`config.mk`:
```
export PLATFORM = sky130hd
export DESIGN_NAME = branch_target_buffer
export DESIGN_NICKNAME = d
export VERILOG_FILES = /design/src/rtl/branch_target_buffer.sv
export SDC_FILE = /design/constraint.sdc
export NUM_CORES = 1
export LEC_CHECK = 0
export CORE_MARGIN = 1.5
export CORE_UTILIZATION = 50
export DETAILED_ROUTE_END_ITERATION = 7
export DONT_BUFFER_PORTS = 1
export PLACE_DENSITY_LB_ADDON = 0.05
export SETUP_SLACK_MARGIN = 0.5
export SKIP_LAST_GASP = 1
export SLEW_MARGIN = 5
export SYNTH_ARGS = -nofsm -noshare
export SYNTH_HDL_FRONTEND = slang
export SYNTH_SLANG_ARGS = --single-unit
```
`constraint.sdc`:
```
create_clock -name clk -period 3.7 [get_ports clk]
set_input_delay 0.37 -clock clk [delete_from_list [all_inputs] [get_ports clk]]
set_output_delay 0.37 -clock clk [all_outputs]
set_load 0.02 [all_outputs]
```
`src/rtl/branch_target_buffer.sv`:
```
// ---------------------------------------------------------------------------
// branch_target_buffer
//   Direct-mapped branch target buffer with 2-bit saturating direction
//   counters. The fetch side looks up a PC and receives a registered
//   prediction one cycle later; the execute side trains the table with
//   resolved branches. Lookups always observe the table contents from before
//   any same-cycle update or flush (read-before-write).
//
// Ports
//   clk          sole clock, rising edge
//   rst_n        asynchronous active-low reset
//   lookup_en    fetch-side lookup request
//   lookup_pc    fetch PC to look up
//   pred_valid   registered: a lookup was issued in the previous cycle
//   pred_taken   registered: lookup hit and counter predicts taken
//   pred_target  registered: predicted target, 0 when not taken
//   upd_en       resolved branch update request
//   upd_pc       PC of the resolved branch
//   upd_taken    resolved outcome
//   upd_target   resolved target
//   flush        synchronous invalidate of every entry
//   hit_count    saturating count of lookups that hit
// ---------------------------------------------------------------------------
module branch_target_buffer #(
    parameter int ENTRIES = 8,
    parameter int IDXW    = 3
) (
    input  logic        clk,
    input  logic        rst_n,
    input  logic        lookup_en,
    input  logic [31:0] lookup_pc,
    output logic        pred_valid,
    output logic        pred_taken,
    output logic [31:0] pred_target,
    input  logic        upd_en,
    input  logic [31:0] upd_pc,
    input  logic        upd_taken,
    input  logic [31:0] upd_target,
    input  logic        flush,
    output logic [15:0] hit_count
);

    localparam int TAGW = 32 - IDXW - 2;

    // Counter arithmetic: 0/1 predict not-taken, 2/3 predict taken.
    function automatic logic [1:0] ctr_inc(input logic [1:0] c);
        return (c == 2'b11) ? c : c + 2'd1;
    endfunction

    function automatic logic [1:0] ctr_dec(input logic [1:0] c);
        return (c == 2'b00) ? c : c - 2'd1;
    endfunction

    // Table state
    logic [ENTRIES-1:0] valid_q, valid_d;
    logic [TAGW-1:0]    tag_q    [ENTRIES];
    logic [TAGW-1:0]    tag_d    [ENTRIES];
    logic [31:0]        target_q [ENTRIES];
    logic [31:0]        target_d [ENTRIES];
    logic [1:0]         ctr_q    [ENTRIES];
    logic [1:0]         ctr_d    [ENTRIES];

    // Output / statistics state
    logic        pred_valid_q, pred_valid_d;
    logic        pred_taken_q, pred_taken_d;
    logic [31:0] pred_target_q, pred_target_d;
    logic [15:0] hit_count_q, hit_count_d;

    // Lookup decode against the current (pre-update) table
    logic [IDXW-1:0] lk_idx;
    logic [TAGW-1:0] lk_tag;
    logic            lk_hit;
    logic            lk_taken;

    // Update decode
    logic [IDXW-1:0] up_idx;
    logic [TAGW-1:0] up_tag;
    logic            up_hit;

    always_comb begin
        lk_idx   = lookup_pc[IDXW+1:2];
        lk_tag   = lookup_pc[31:IDXW+2];
        lk_hit   = valid_q[lk_idx] && (tag_q[lk_idx] == lk_tag);
        lk_taken = lk_hit && ctr_q[lk_idx][1];

        up_idx   = upd_pc[IDXW+1:2];
        up_tag   = upd_pc[31:IDXW+2];
        up_hit   = valid_q[up_idx] && (tag_q[up_idx] == up_tag);
    end

    // Prediction outputs and hit statistics
    always_comb begin
        pred_valid_d  = lookup_en;
        pred_taken_d  = lookup_en && lk_taken;
        pred_target_d = (lookup_en && lk_taken) ? target_q[lk_idx] : 32'h0;

        hit_count_d = hit_count_q;
        if (lookup_en && lk_hit && (hit_count_q != 16'hFFFF)) begin
            hit_count_d = hit_count_q + 16'd1;
        end
    end

    // Table next state. Flush only drops valid bits and wins over an update;
    // counters and targets are kept so only the valid bit gates reuse.
    always_comb begin
        valid_d  = valid_q;
        tag_d    = tag_q;
        target_d = target_q;
        ctr_d    = ctr_q;

        if (flush) begin
            valid_d = '0;
        end else if (upd_en) begin
            if (up_hit) begin
                if (upd_taken) begin
                    ctr_d[up_idx]    = ctr_inc(ctr_q[up_idx]);
                    target_d[up_idx] = upd_target;
                end else begin
                    ctr_d[up_idx]    = ctr_dec(ctr_q[up_idx]);
                end
            end else if (upd_taken) begin
                // Allocate or replace the aliasing entry as weakly taken.
                valid_d[up_idx]  = 1'b1;
                tag_d[up_idx]    = up_tag;
                target_d[up_idx] = upd_target;
                ctr_d[up_idx]    = 2'b10;
            end
            // Not-taken miss leaves the table untouched.
        end
    end

    always_ff @(posedge clk or negedge rst_n) begin
        if (!rst_n) begin
            valid_q       <= '0;
            tag_q         <= '{default: '0};
            target_q      <= '{default: '0};
            ctr_q         <= '{default: 2'b01};
            pred_valid_q  <= 1'b0;
            pred_taken_q  <= 1'b0;
            pred_target_q <= 32'h0;
            hit_count_q   <= 16'h0;
        end else begin
            valid_q       <= valid_d;
            tag_q         <= tag_d;
            target_q      <= target_d;
            ctr_q         <= ctr_d;
            pred_valid_q  <= pred_valid_d;
            pred_taken_q  <= pred_taken_d;
            pred_target_q <= pred_target_d;
            hit_count_q   <= hit_count_d;
        end
    end

    assign pred_valid  = pred_valid_q;
    assign pred_taken  = pred_taken_q;
    assign pred_target = pred_target_q;
    assign hit_count   = hit_count_q;

endmodule

```
**After elaboration in Yosys (flattened, before gate mapping)**

Cells that the tools add are included.

- Bitwise operators: 8
- Add/subtract/negate cells: 3
- $lt $le $gt $ge: 6
- Equality and inequality tests: 5
- Reductions and logical operators: 16
- Mux-type cells: 41

Operator list:

| cell | number |
|---|---|
| $bwmux W256 | 1 |
| $bwmux W216 | 1 |
| $bmux W27 S3 | 2 |
| $mux W27 | 5 |
| $mux W32 | 4 |
| $bmux W32 S3 | 1 |
| $demux W32 S3 | 1 |
| $demux W27 S3 | 1 |
| $eq A27 B27 Y1 | 2 |
| $mux W16 | 3 |
| $bwmux W16 | 2 |
| $mux W8 | 4 |
| $add A16 B1 Y16 const B | 1 |
| $ne A16 B16 Y1 const B | 1 |
| $or A8 B8 Y8 | 2 |
| $mux W2 | 7 |
| $bmux W2 S3 | 2 |
| $reduce_and A3 Y1 | 3 |
| $and A8 B8 Y8 | 1 |
| $ge A4 B4 Y1 const B | 2 |
| $logic_and A1 B1 Y1 | 8 |
| $lt A3 B4 Y1 const B | 2 |
| $not A3 Y4 | 2 |
| $not A8 Y8 | 1 |
| other kinds (14) | 20 |

- Register bits: 546
- Output and inout bits: 50
- Bits of input ports: 102

**Logic depth before layout (Yosys ltp)**

- Word-level depth: 9
- Depth in mapped cells: 13
- Depth with buffers taken out: 8

**Worst setup path before layout**

OpenSTA, ideal clock, no wires.

- Path kind: input -> register
- Start point: in lookup_pc[2]
- End point: reg hit_count_q[8] (netlist: hit_count[8])
- Cell stages on the path: 11
- Path slack: 0.656 ns
- Data required time: 3.570 ns
- Path buffers: 4
- Arrival time: 2.914 ns
- Cells stage by stage: buf_2 buf_2 buf_1 mux2i_1 xnor2_1 nor3_1 o31ai_1 nor4_2 buf_2 nand3_1 xnor2_1

- Cells in the longest elaborated chain, start to end: 8
- Elaborated cells on any way between the ends: 10

RTL lines:

| what | RTL line | text |
|---|---|---|
| start: declaration | 31 | `input logic [31:0] lookup_pc,` |
| $not A3 Y4 (not written as such) | 83 | `lk_hit = valid_q[lk_idx] && (tag_q[lk_idx] == lk_tag);` |
| $bmux W27 S3 | 83 |  |
| $mux W27 (not written as such) (2 in series) | 83 |  |
| $eq A27 B27 Y1 | 83 |  |
| $logic_and A1 B1 Y1 * | 83 |  |
| $logic_and A1 B1 Y1 * (2 in series) | 98 | `if (lookup_en && lk_hit && (hit_count_q != 16'hFFFF)) begin` |
| end signal: assignment | 150 | `hit_count_q <= hit_count_d;` |
| end: declaration | 67 | `logic [15:0] hit_count_q, hit_count_d;` |

Every way passes the cells marked *; elsewhere a longest branch is shown, timed or not. The select of a mux whose other input is x is not followed.
A chain may end at the register's enable or synchronous reset.

**Final worst setup path**

- Start point: reg tag_q[2] (netlist bit)
- End point: reg tag_q[207] (netlist bit)

- Cells in the longest elaborated chain, start to end: 7

RTL lines:

| what | RTL line | text |
|---|---|---|
| start: declaration | 56 | `logic [TAGW-1:0] tag_q [ENTRIES];` |
| start signal: assignment | 144 | `tag_q <= tag_d;` |
| $bmux W27 S3 | 88 | `up_hit = valid_q[up_idx] && (tag_q[up_idx] == up_tag);` |
| $mux W27 (not written as such) (2 in series) | 88 |  |
| $eq A27 B27 Y1 | 88 |  |
| $logic_and A1 B1 Y1 | 88 |  |
| $not A1 Y1 (no line) | - |  |
| $reduce_and A4 Y1 (no line) | - |  |

No other way between the ends. The select of a mux whose other input is x is not followed.

==> flow_summary.yaml <==
run_status:
  status: "finished with violations"
  violations: "negative hold slack"
sta:
  max_freq_ghz: 0.328
  rsz0062_at_grt: "false"
  hold_viol: 538
  fin_setup_tns_ns: 0
  final-setup-viol-count: 0
  period_minus_slack_ns: 3.05
  fin_skew_ns: 0.0116
  slew_headroom: 0.105
  worstMarginPinSlew_ns: 1.34
  drv_slew: 0
  post-route-period-util: 0.823
  timing.hold.ws_ns: -0.552
drt:
  vias: 15900
  dr.pass1.iters: 5
  wl_per_cell_um: 25.5
  ant_nets: 0
  drt-initial-drc-count: 1020
  wirelength_mm: 67.0
  vias_per_cell: 6.06
  remaining_drc_errors: 0
yosys:
  syn_area_per_cell_um2: 14.5
  synth.area.mux_share: 0.374
  synth_top_area_frac: 0.504
  yosysTopAreaCell: "dfrtp_1"
  synthTopCellsByArea: "dfrtp_1 50%, mux2_2 20%, mux4_2 11%, mux2i_1 5.7%, xnor2_1 1.3%"
  synth_sequential_area_ratio: 0.512
  synthCells: 1846
  yosysUniqueCellTypes: 56
  synth_edf_count: 0
  ys_async_sr_fraction: 1.00
  synthFlopType: "dfrtp_1"
  post_synth_xor_area_fraction: 0.0151
  yosys.area_share.simple: 0.0408
  yosys_warnings: 0
  synth_compound_area_frac: 0.0296
  synthAdderAreaFrac: 0.00122
  synthesis.area_mm2: 0.0267
  synth_top_family_by_area: "multiplexers"
  ys_seq_elements: 546
  syn-num-nets: 1949
hold_path:
  hp-class: "in2async"
floorplan:
  initial_core_util: 0.507
  ios: 152
  die_h_um: 234
  die_w_um: 234
  die-area_mm2: 0.0548
  rows: 84
  coreArea_mm2: 0.0527
run:
  drv_cap: 0
place:
  port_buffers: 0
  dp.cells: 2432
  routabilityCongestion: 0.769
  dpl.hpwl_mm: 36.2
pwr:
  powerDensity_mw_per_mm2: 536
  leakagePower_nw: 13.5
  ir_drop_mv: 0.376
setup_path:
  r2r_end: "tag_q[207]$_DFFE_PN0P_"
  required_ns: 4.21
  arrival_ns: 3.55
  r2r_cells: 9
  path_max_fanout: 11
  crit_path_top_delay_cell: "nor2_2"
  endpoint_kind: "flip-flop"
  max_stage_delay_ns: 0.71
  crit_type: "reg2reg"
  reg2reg_from: "tag_q[2]$_DFFE_PN0P_"
  r2r_slack_ns: 0.65
  start_kind: "flip-flop"
  crit_chain: "mux4_2 -> mux2i_1 -> xnor2_1 -> a21oi_1 -> nand4_1 -> nor4_4 -> buf_4 -> nor2_2 -> mux2_2"
clocking:
  cts-htree-levels: 2
  cts-hold-fix-buffers: 64
  root_buffer: "clkbuf_16"
  clock_latency_ns: 0.63
  cts_inserted_buffers: 60
  cts.sinks: 546
  cts_tree: "yes"
  clkTransAtPathRegs_ns: 0.06
  cts_buffer_depth: 3
grt:
  antenna_found_initial: 4
  first_global_vias: 16700
  grt_pass1_wl_mm: 103
  grt_use_total: 0.250
  gr-total-overflow: 0
  grt_max_degree: 547
finish:
  drive_above_1_share: 0.419
  utilization: 0.575
  nNetsFinal: 1990
  area_growth_pct: 13.3
  finalNonFillerCells: 2628
logic make-up after synthesis:
| kind of cell | Yosys count |
|---|---|
| and+or+nand+nor | 215 |
| adders and majority gates | 3 |
| xor gates and xnor gates | 46 |
| buffers and inverters | 148 |
| DFF | 546 |
| AOI/OAI and AO/OA | 113 |
| muxes | 775 |
cell usage after synthesis (all sizes together), types with 8 or more instances:
cell type / count
a22oi: 41
mux4: 130
dfrtp: 538
dfstp: 8
nand4: 9
or3b: 8
clkbuf: 58
and3: 20
mux2i: 153
buf: 82
a21o: 11
a21oi: 31
nand2: 41
mux2: 492
nor2: 85
nand3: 23
xnor2: 41
stage by stage:
step / hold slack, ns / cell area (µm²) / setup slack (ns) / power, mW
after floorplan: 0.0744 / 26700 / 0.656 / 9.57
after global placement: 0.0978 / 27400 / 0.286 / 9.86
after detailed placement: 0.0877 / 27400 / 0.238 / 9.99
after CTS: -0.579 / 30200 / 0.540 / 16.4
after global routing: -0.570 / 30300 / 0.512 / 17.0
final: -0.552 / 30300 / 0.653 / 16.2
final cells by class:
class	instances	area, µm²
fillers	4226	22400
flip-flops and latches	546	13700
multi-input cells	1154	12400
clock buffers	92	1790
repair buffers	117	1220
well taps	688	861
clock inverters	21	269
inverters	8	30.0
diodes	2	5.00
placed cells by master, fill, tap and decap left out, types with 3 or more instances in the layout:
cell type and instances:
nand2_2 4, a21oi_1 31, nor2_2 3, or3b_2 8
clkbuf_16 61, mux2_2 486, buf_4 40, mux4_2 130
clkinv_2 11, and3_1 20, nand2_1 37, nor3_4 3
a221oi_1 4, buf_12 13, dlygate4sd3_1 63, inv_1 6
nand3b_1 3, clkbuf_1 16, xor2_1 5, nand3_1 22
dfrtp_1 538, and2_1 3, a21o_1 11, nor4_1 3
nand4_1 9, xnor2_1 41, clkbuf_8 15, nor2_4 7
a31oi_1 4, a22oi_1 41, bufinv_16 6, mux2_1 6
nor2b_1 3, mux2i_1 153, o22a_1 7, dfstp_2 8
nor2_1 77
flip-flops by register name, summed over array words and instances (netlist names):
signal	cells
hit_count	16
pred_target	32
valid_q	8
target_q	256
tag_q	216
pred_taken	1
ctr_q	16
pred_valid	1
metal layers:
| layer | track usage | part of all wire | vias to the layer above |
|---|---|---|---|
| met1 | 0.351 | 0.45 | 8529 |
| met2 | 0.411 | 0.48 | 337 |
| met4 | 0.0657 | 0.020 | 4 |
| met5 | 0 | 0.00034 | - |
| met3 | 0.0339 | 0.046 | 88 |
| li1 | - | - | 6963 |
worst max-delay path: cells and delay by family, from the launching register on:
kind	cells	cell delay, ns
AO/OA/AOI/OAI	1	0.10
XOR/XNOR	1	0.21
buffers and inverters	1	0.17
flip-flops	1	0.40
multiplexers	3	1.06
AND/OR/NAND/NOR	3	0.98
report_power, final:
group	total (mW)	internal (mW)	switching, mW
Clock	6.22	3.74	2.47
Sequential	7.59	6.99	0.598
Combinational	2.43	1.61	0.814
how the worst max path moves through the flow:
stage                                 from                        to  slack (ns)  depth (start not counted)
floorplan                     lookup_pc[2]  hit_count[8]$_DFFE_PN0P_        0.66                         11
global placement                 upd_pc[3]    tag_q[205]$_DFFE_PN0P_        0.29                         10
detailed placement               upd_pc[3]    tag_q[212]$_DFFE_PN0P_        0.24                         10
CTS                   tag_q[2]$_DFFE_PN0P_    tag_q[212]$_DFFE_PN0P_        0.54                         10
global route        valid_q[0]$_DFFE_PN0P_    tag_q[207]$_DFFE_PN0P_        0.51                          9
finish                tag_q[2]$_DFFE_PN0P_    tag_q[207]$_DFFE_PN0P_        0.65                          9
repair_timing:
item / in CTS / in global routing
cloned: 2 / 0
buffers inserted: 7 / 8
endpoints found under the hold margin: 1054 / 539
pin swaps: 4 / 1
setup endpoints to repair: 40 / 56
gates resized for setup: 1 / 2
Power figures use the tool's default switching activity.
